--- src/rtl/vdb_vga_pkg.sv ---
// Shared types and default timing for the VGA timing generator.
// Default timing is 640x480 with VESA-style porches and active-high syncs.
package vdb_vga_pkg;

   localparam logic [10:0] DEF_HOR_ACT   = 11'd640;
   localparam logic [7:0]  DEF_HOR_FP    = 8'd16;
   localparam logic [7:0]  DEF_HOR_SYNC  = 8'd96;
   localparam logic [7:0]  DEF_HOR_BP    = 8'd48;
   localparam logic [10:0] DEF_VERT_ACT  = 11'd480;
   localparam logic [7:0]  DEF_VERT_FP   = 8'd11;
   localparam logic [7:0]  DEF_VERT_SYNC = 8'd2;
   localparam logic [7:0]  DEF_VERT_BP   = 8'd31;
   localparam logic        DEF_SYNC_POL  = 1'b1;

   typedef struct packed {
      logic [7:0] r;
      logic [7:0] g;
      logic [7:0] b;
   } rgb_t;

   typedef struct packed {
      logic [10:0] act;
      logic [7:0]  fp;
      logic [7:0]  sync;
      logic [7:0]  bp;
   } axis_timing_t;

   typedef enum logic [1:0] {
      REG_SYNC,
      REG_BP,
      REG_ACTIVE,
      REG_FP
   } region_e;

   localparam axis_timing_t DEF_HOR_TIMING = '{
      act: DEF_HOR_ACT, fp: DEF_HOR_FP, sync: DEF_HOR_SYNC, bp: DEF_HOR_BP};
   localparam axis_timing_t DEF_VERT_TIMING = '{
      act: DEF_VERT_ACT, fp: DEF_VERT_FP, sync: DEF_VERT_SYNC, bp: DEF_VERT_BP};

   // Totals are 12 bit; configurations above 4095 are not supported.
   function automatic logic [11:0] axis_total(input axis_timing_t t);
      return {4'b0, t.sync} + {4'b0, t.bp} + {1'b0, t.act} + {4'b0, t.fp};
   endfunction

endpackage

--- src/rtl/vdb_vga_axis_counter.sv ---
// One timing axis: position counter plus region decode (SYNC, BP, ACTIVE, FP).
// wrap_o is combinational and marks the increment that returns the count to 0.
module vdb_vga_axis_counter
   import vdb_vga_pkg::*;
(
   input  logic         clk_i,
   input  logic         rst_i,
   input  logic         inc_i,
   input  axis_timing_t timing_i,
   output logic [11:0]  count_o,
   output region_e      region_o,
   output logic         wrap_o
);

   logic [11:0] count_q, count_d;
   logic [11:0] total;
   logic [11:0] bp_start, act_start, fp_start;

   always_comb begin
      total   = axis_total(timing_i);
      wrap_o  = inc_i && (count_q == total - 12'd1);
      count_d = count_q;
      if (inc_i) begin
         count_d = wrap_o ? 12'd0 : count_q + 12'd1;
      end
   end

   // Region boundaries in order SYNC, BP, ACTIVE, FP; a zero porch collapses its region.
   always_comb begin
      bp_start  = {4'b0, timing_i.sync};
      act_start = bp_start + {4'b0, timing_i.bp};
      fp_start  = act_start + {1'b0, timing_i.act};
      if (count_q < bp_start) begin
         region_o = REG_SYNC;
      end else if (count_q < act_start) begin
         region_o = REG_BP;
      end else if (count_q < fp_start) begin
         region_o = REG_ACTIVE;
      end else begin
         region_o = REG_FP;
      end
   end

   always_ff @(posedge clk_i) begin
      if (rst_i) begin
         count_q <= 12'd0;
      end else begin
         count_q <= count_d;
      end
   end

   assign count_o = count_q;

endmodule

--- src/rtl/vdb_vga_timing_gen.sv ---
// VGA source: hsync/vsync/de/RGB from a pixel-stream handshake, with a shadow
// timing set that is copied into the active set only at the end of a frame.
module vdb_vga_timing_gen
   import vdb_vga_pkg::*;
#(
   parameter logic [10:0] HOR_ACT   = DEF_HOR_ACT,
   parameter logic [7:0]  HOR_FP    = DEF_HOR_FP,
   parameter logic [7:0]  HOR_SYNC  = DEF_HOR_SYNC,
   parameter logic [7:0]  HOR_BP    = DEF_HOR_BP,
   parameter logic [10:0] VERT_ACT  = DEF_VERT_ACT,
   parameter logic [7:0]  VERT_FP   = DEF_VERT_FP,
   parameter logic [7:0]  VERT_SYNC = DEF_VERT_SYNC,
   parameter logic [7:0]  VERT_BP   = DEF_VERT_BP,
   parameter logic        SYNC_POL  = DEF_SYNC_POL
) (
   input  logic        pixel_clk,
   input  logic        rst,
   input  logic        cfg_valid,
   input  logic [10:0] cfg_hact,
   input  logic [7:0]  cfg_hfp,
   input  logic [7:0]  cfg_hsync,
   input  logic [7:0]  cfg_hbp,
   input  logic [10:0] cfg_vact,
   input  logic [7:0]  cfg_vfp,
   input  logic [7:0]  cfg_vsync,
   input  logic [7:0]  cfg_vbp,
   output logic        cfg_pending,
   input  logic        pix_valid,
   input  logic [23:0] pix_rgb,
   output logic        pix_ready,
   output logic [7:0]  r,
   output logic [7:0]  g,
   output logic [7:0]  b,
   output logic        hsync,
   output logic        vsync,
   output logic        de,
   output logic        frame_start,
   output logic        underflow
);

   localparam axis_timing_t HOR_DEF  = '{act: HOR_ACT, fp: HOR_FP, sync: HOR_SYNC, bp: HOR_BP};
   localparam axis_timing_t VERT_DEF = '{act: VERT_ACT, fp: VERT_FP, sync: VERT_SYNC, bp: VERT_BP};

   axis_timing_t hor_q, hor_d, vert_q, vert_d;
   axis_timing_t hor_sh_q, hor_sh_d, vert_sh_q, vert_sh_d;
   logic         pending_q, pending_d;

   logic [11:0]  h_count, v_count;
   region_e      h_region, v_region;
   logic         h_wrap, v_wrap;

   rgb_t         rgb_q, rgb_d;
   logic         hsync_q, hsync_d, vsync_q, vsync_d;
   logic         de_q, de_d, fs_q, fs_d, uf_q, uf_d;

   vdb_vga_axis_counter u_hor (
      .clk_i    (pixel_clk),
      .rst_i    (rst),
      .inc_i    (1'b1),
      .timing_i (hor_q),
      .count_o  (h_count),
      .region_o (h_region),
      .wrap_o   (h_wrap)
   );

   vdb_vga_axis_counter u_vert (
      .clk_i    (pixel_clk),
      .rst_i    (rst),
      .inc_i    (h_wrap),
      .timing_i (vert_q),
      .count_o  (v_count),
      .region_o (v_region),
      .wrap_o   (v_wrap)
   );

   // v_wrap only fires on the last pixel of the last line, i.e. the frame boundary.
   // A write landing on the boundary goes to the shadow after the old shadow is applied.
   always_comb begin
      hor_d     = hor_q;
      vert_d    = vert_q;
      hor_sh_d  = hor_sh_q;
      vert_sh_d = vert_sh_q;
      pending_d = pending_q;
      if (v_wrap && pending_q) begin
         hor_d     = hor_sh_q;
         vert_d    = vert_sh_q;
         pending_d = 1'b0;
      end
      if (cfg_valid) begin
         hor_sh_d  = '{act: cfg_hact, fp: cfg_hfp, sync: cfg_hsync, bp: cfg_hbp};
         vert_sh_d = '{act: cfg_vact, fp: cfg_vfp, sync: cfg_vsync, bp: cfg_vbp};
         pending_d = 1'b1;
      end
   end

   always_comb begin
      pix_ready = ~rst && (h_region == REG_ACTIVE) && (v_region == REG_ACTIVE);
      hsync_d   = (h_region == REG_SYNC) ? SYNC_POL : ~SYNC_POL;
      vsync_d   = (v_region == REG_SYNC) ? SYNC_POL : ~SYNC_POL;
      de_d      = pix_ready;
      rgb_d     = (pix_ready && pix_valid) ? rgb_t'(pix_rgb) : '0;
      uf_d      = uf_q | (pix_ready & ~pix_valid);
      fs_d      = (h_count == 12'd0) && (v_count == 12'd0);
   end

   always_ff @(posedge pixel_clk) begin
      if (rst) begin
         hor_q     <= HOR_DEF;
         vert_q    <= VERT_DEF;
         hor_sh_q  <= HOR_DEF;
         vert_sh_q <= VERT_DEF;
         pending_q <= 1'b0;
         hsync_q   <= ~SYNC_POL;
         vsync_q   <= ~SYNC_POL;
         de_q      <= 1'b0;
         rgb_q     <= '0;
         fs_q      <= 1'b0;
         uf_q      <= 1'b0;
      end else begin
         hor_q     <= hor_d;
         vert_q    <= vert_d;
         hor_sh_q  <= hor_sh_d;
         vert_sh_q <= vert_sh_d;
         pending_q <= pending_d;
         hsync_q   <= hsync_d;
         vsync_q   <= vsync_d;
         de_q      <= de_d;
         rgb_q     <= rgb_d;
         fs_q      <= fs_d;
         uf_q      <= uf_d;
      end
   end

   assign cfg_pending = pending_q;
   assign r           = rgb_q.r;
   assign g           = rgb_q.g;
   assign b           = rgb_q.b;
   assign hsync       = hsync_q;
   assign vsync       = vsync_q;
   assign de          = de_q;
   assign frame_start = fs_q;
   assign underflow   = uf_q;

endmodule

--- config.mk ---
export PLATFORM = sky130hd
export DESIGN_NAME = vdb_vga_timing_gen
export DESIGN_NICKNAME = d
export VERILOG_FILES = /design/src/rtl/vdb_vga_pkg.sv /design/src/rtl/vdb_vga_axis_counter.sv /design/src/rtl/vdb_vga_timing_gen.sv
export SDC_FILE = /design/constraint.sdc
export NUM_CORES = 1
export LEC_CHECK = 0
export CAP_MARGIN = 20
export CELL_PAD_IN_SITES_DETAIL_PLACEMENT = 0
export CELL_PAD_IN_SITES_GLOBAL_PLACEMENT = 1
export CORE_MARGIN = 8
export CORE_UTILIZATION = 47
export DETAILED_ROUTE_END_ITERATION = 16
export GPL_ROUTABILITY_DRIVEN = 1
export PLACE_DENSITY = 0.95
export SYNTH_ARGS = -nofsm -noshare
export SYNTH_HDL_FRONTEND = slang
export SYNTH_HIERARCHICAL = 1
export SYNTH_SLANG_ARGS = --single-unit
--- constraint.sdc ---
create_clock -name pixel_clk -period 16.55 [get_ports pixel_clk]
set_clock_uncertainty 0.15 [all_clocks]
set_input_delay 3.31 -clock pixel_clk [delete_from_list [all_inputs] [get_ports pixel_clk]]
set_output_delay 3.31 -clock pixel_clk [all_outputs]
set_load 0.01 [all_outputs]
==> metrics <==
post-DR vias/cell=5.31; Synth Instances=1344; FF-to-FF Start=hor_q[8]$_SDFFE_PP0P_; Layout Nets=1666; CP delay by family, top=compound AO/OA/AOI/OAI gates; mapped cell area=11700 um2; detailed-routing wirelength on met1=14800 um; MaxCap Viol Count=0; RePlAce Congestion=0.868; row cnt=57; FMAX=109 MHz; port bufs=128; slew margin rel.=29.5%; P per Cell Area=68.5 nW/um2; fraction of layout cells with a size suffix above 1=4.93%; Setup WS pre-CTS=7.90 ns; RSZ-0062 raised after global routing=no; endpoints failing setup=0; Core ar.=24400 um2; first-pass GRT wire length=47200 um; Routed Antenna Nets=0; Crit path arrival time=5.71 ns; overall power=0.000934 W; worst hold path class=reg2reg; Placed Instances=1753; final instance area=13600 um2; Crit. End Element=output pin; Synth Flop Type=dfxtp_1; clk buf depth=2; Crit Path Max Fanout=6; startpoint types=flip-flop; post-synthesis async set-or-reset flop share=0%; r2r worst-path depth=32; CP max-delay cell=a211oi_1; post-route minimum period=9.17 ns; wire per inst=15.8 um; Area after DPL=13100 um2; Max Used Layer=met4; Die W=174 um; # Post-CTS Setup Buffers=0; maximum VDD drop=0.0647 mV; most frequent cells in the layout=dfxtp_1 (194), nand2_1 (183), clkdlybuf4s50_1 (126), ha_1 (114), a21oi_1 (97); vias in the first global route=9412; H-Tree Level Count=4; synthesized flop and latch total=194; Starting Density=48.0%; final setup TNS=0 ns; gr usage total=18.6%; syn_area_per_cell=8.72 um2; root buf cell=clkbuf_16; Worst path most repeated cell=a21oi_1; hold_buf cts=0; critical path depth=22; critical path cell sequence=ha_1 -> fa_1 -> a21oi_1 -> nor2_1 -> nor2_1 -> o21bai_1 -> a21oi_1 -> o21bai_1 -> a21o_1 -> ha_1 -> and3_1 -> a211oi_1 -> a21oi_1 -> xnor2_1 -> ha_1 -> a21oi_1 -> o211ai_1 -> a31oi_1 -> o41ai_2 -> and3b_1 -> and2_1 -> clkdlybuf4s50_1; dpl hpwl=20800 um; Sink Count=194; Ant. Diodes=0; crit path kind=reg2out; GRT overflow=0; CTS tree=yes; post-synthesis cell type count=87; status=finished clean; Die H=174 um; register-to-register setup slack=8.41 ns; Critical Path Start=vert_q[8]$_SDFFE_PP0P_; total number of vias=9473; PnR worst setup slack=7.38 ns; Residual DRC=0; end of the critical path=pix_ready; Final period util=55.4%; CTS clk-pin slew, worst paths=0.08 ns; Hold Violations, Final=0; Warnings, synthesis=6; post_cts resized=0; fillers=2262; met2 routed WL=11800 um; Reg2Reg Capture Point=hor_q[17]$_SDFFE_PP0P_; die area=30200 um2; Post-synth EDFFs=0; most common cell after layout, fill and taps aside=dfxtp_1; Routed met3 length=1210 um; Initial DRC Count=567; crit-path max cell delay=0.62 ns; wirelength, routed=28100 um; Slew @ Worst Pin=1.06 ns; synthesis-to-layout area growth=16.3%; initial antenna violation count=0; Slew Viols, Final=0; I/O pin count=129; CTS buffer count=17; CP required=13.09 ns; worst path bufs/invs=1; worst skew pair latency=0.44 ns; post-synthesis sequential area ratio=33.1%; DR pass1 iterations=4; largest net degree at the start of global routing=108; Leak=5.87 nW; fin cells=1784
## layer usage
metal,global-route usage (%),vias up
met3,3.08,15
met4,4.49,0
li1,-,4850
met5,0,-
met2,28.9,224
met1,26.3,4384
## where the power goes
| part | total (W) | leakage [nW] | internal [W] | switching, W |
|---|---|---|---|---|
| sequential | 0.000486 | 1.58 | 0.000478 | 0.00000791 |
| combinational | 0.0000586 | 4.03 | 0.0000358 | 0.0000228 |
| clock | 0.000390 | 0.254 | 0.000196 | 0.000194 |
## registers in the layout, summed over array words and instances (netlist names), 8 cells and up
signal          flops
b                   8
g                   8
hor_q              35
hor_sh_q           35
r                   8
u_hor/count_o      12
u_vert/count_o     12
vert_q             35
vert_sh_q          35
## how the worst min path moves through the flow
| stage | startpoint | to | depth (start not counted) |
|---|---|---|---|
| 5_1_grt | hor_sh_q[23]$_SDFFE_PP0P_ | hor_q[23]$_SDFFE_PP0P_ | 2 |
| 4_1_cts | hor_sh_q[23]$_SDFFE_PP0P_ | hor_q[23]$_SDFFE_PP0P_ | 2 |
| 6_report | hor_sh_q[23]$_SDFFE_PP0P_ | hor_q[23]$_SDFFE_PP0P_ | 2 |
| 3_3_place_gp | hor_sh_q[26]$_SDFFE_PP0P_ | hor_q[26]$_SDFFE_PP0P_ | 2 |
| 2_1_floorplan | vert_sh_q[0]$_SDFFE_PP1P_ | vert_q[0]$_SDFFE_PP1P_ | 2 |
| 3_5_place_dp | hor_sh_q[13]$_SDFFE_PP1P_ | hor_q[13]$_SDFFE_PP1P_ | 2 |
## synthesized netlist by cell type, drive strengths merged (15+ instances only)
master / count / area share [%]
dfxtp: 194 / 33
a211o: 23 / 1.7
a21oi: 100 / 4.4
xnor2: 50 / 3.7
and2: 31 / 1.7
o21ai: 23 / 0.98
mux2i: 53 / 4.5
clkbuf: 22 / 0.70
nor2b: 22 / 1.2
ha: 114 / 12
buf: 33 / 2.5
xor2: 40 / 3.0
nand3b: 25 / 1.6
inv: 90 / 2.9
nand3: 15 / 0.64
a211oi: 15 / 1.1
a21o: 31 / 2.0
nand2: 184 / 5.9
nor2: 86 / 2.8
nor3: 29 / 1.2
## kinds of logic (layout without fill, tap and decap cells)
group	count (synthesis)	after routing	share of synthesized area, %
muxes	54	54	4.62
AOI/OAI and AO/OA	267	267	16.0
buffers and inverters	145	254	6.04
other	1	8	0.0320
xor gates and xnor gates	91	91	6.92
and+or+nand+nor	469	469	19.8
adders and majority gates	123	123	13.5
DFF	194	194	33.1
## layout make-up
type                       count  area [um2]  area share (%)
timing repair buffer         133        1310            9.64
multi-input combinational   1012        7160            52.5
inverter                      90         338            2.48
sequential                   194        3880            28.5
clock inverter                12         103           0.753
tap                          324         405            2.97
clock buffer                  19         433            3.18
## through the flow
step | utilization (%) | hold slack, ns
finish | 55.9 | 0.298
global route | 55.9 | 0.303
CTS | 55.9 | 0.303
detailed placement | 53.7 | 0.295
global placement | 53.7 | 0.291
floorplan | - | 0.279
## worst min-delay path: stages, from the launching register on
cell and delay [ns]:
dfxtp_1 0.31, nand2_1 0.05, a21oi_1 0.05
No activity file was read; power rests on OpenSTA's default activity.
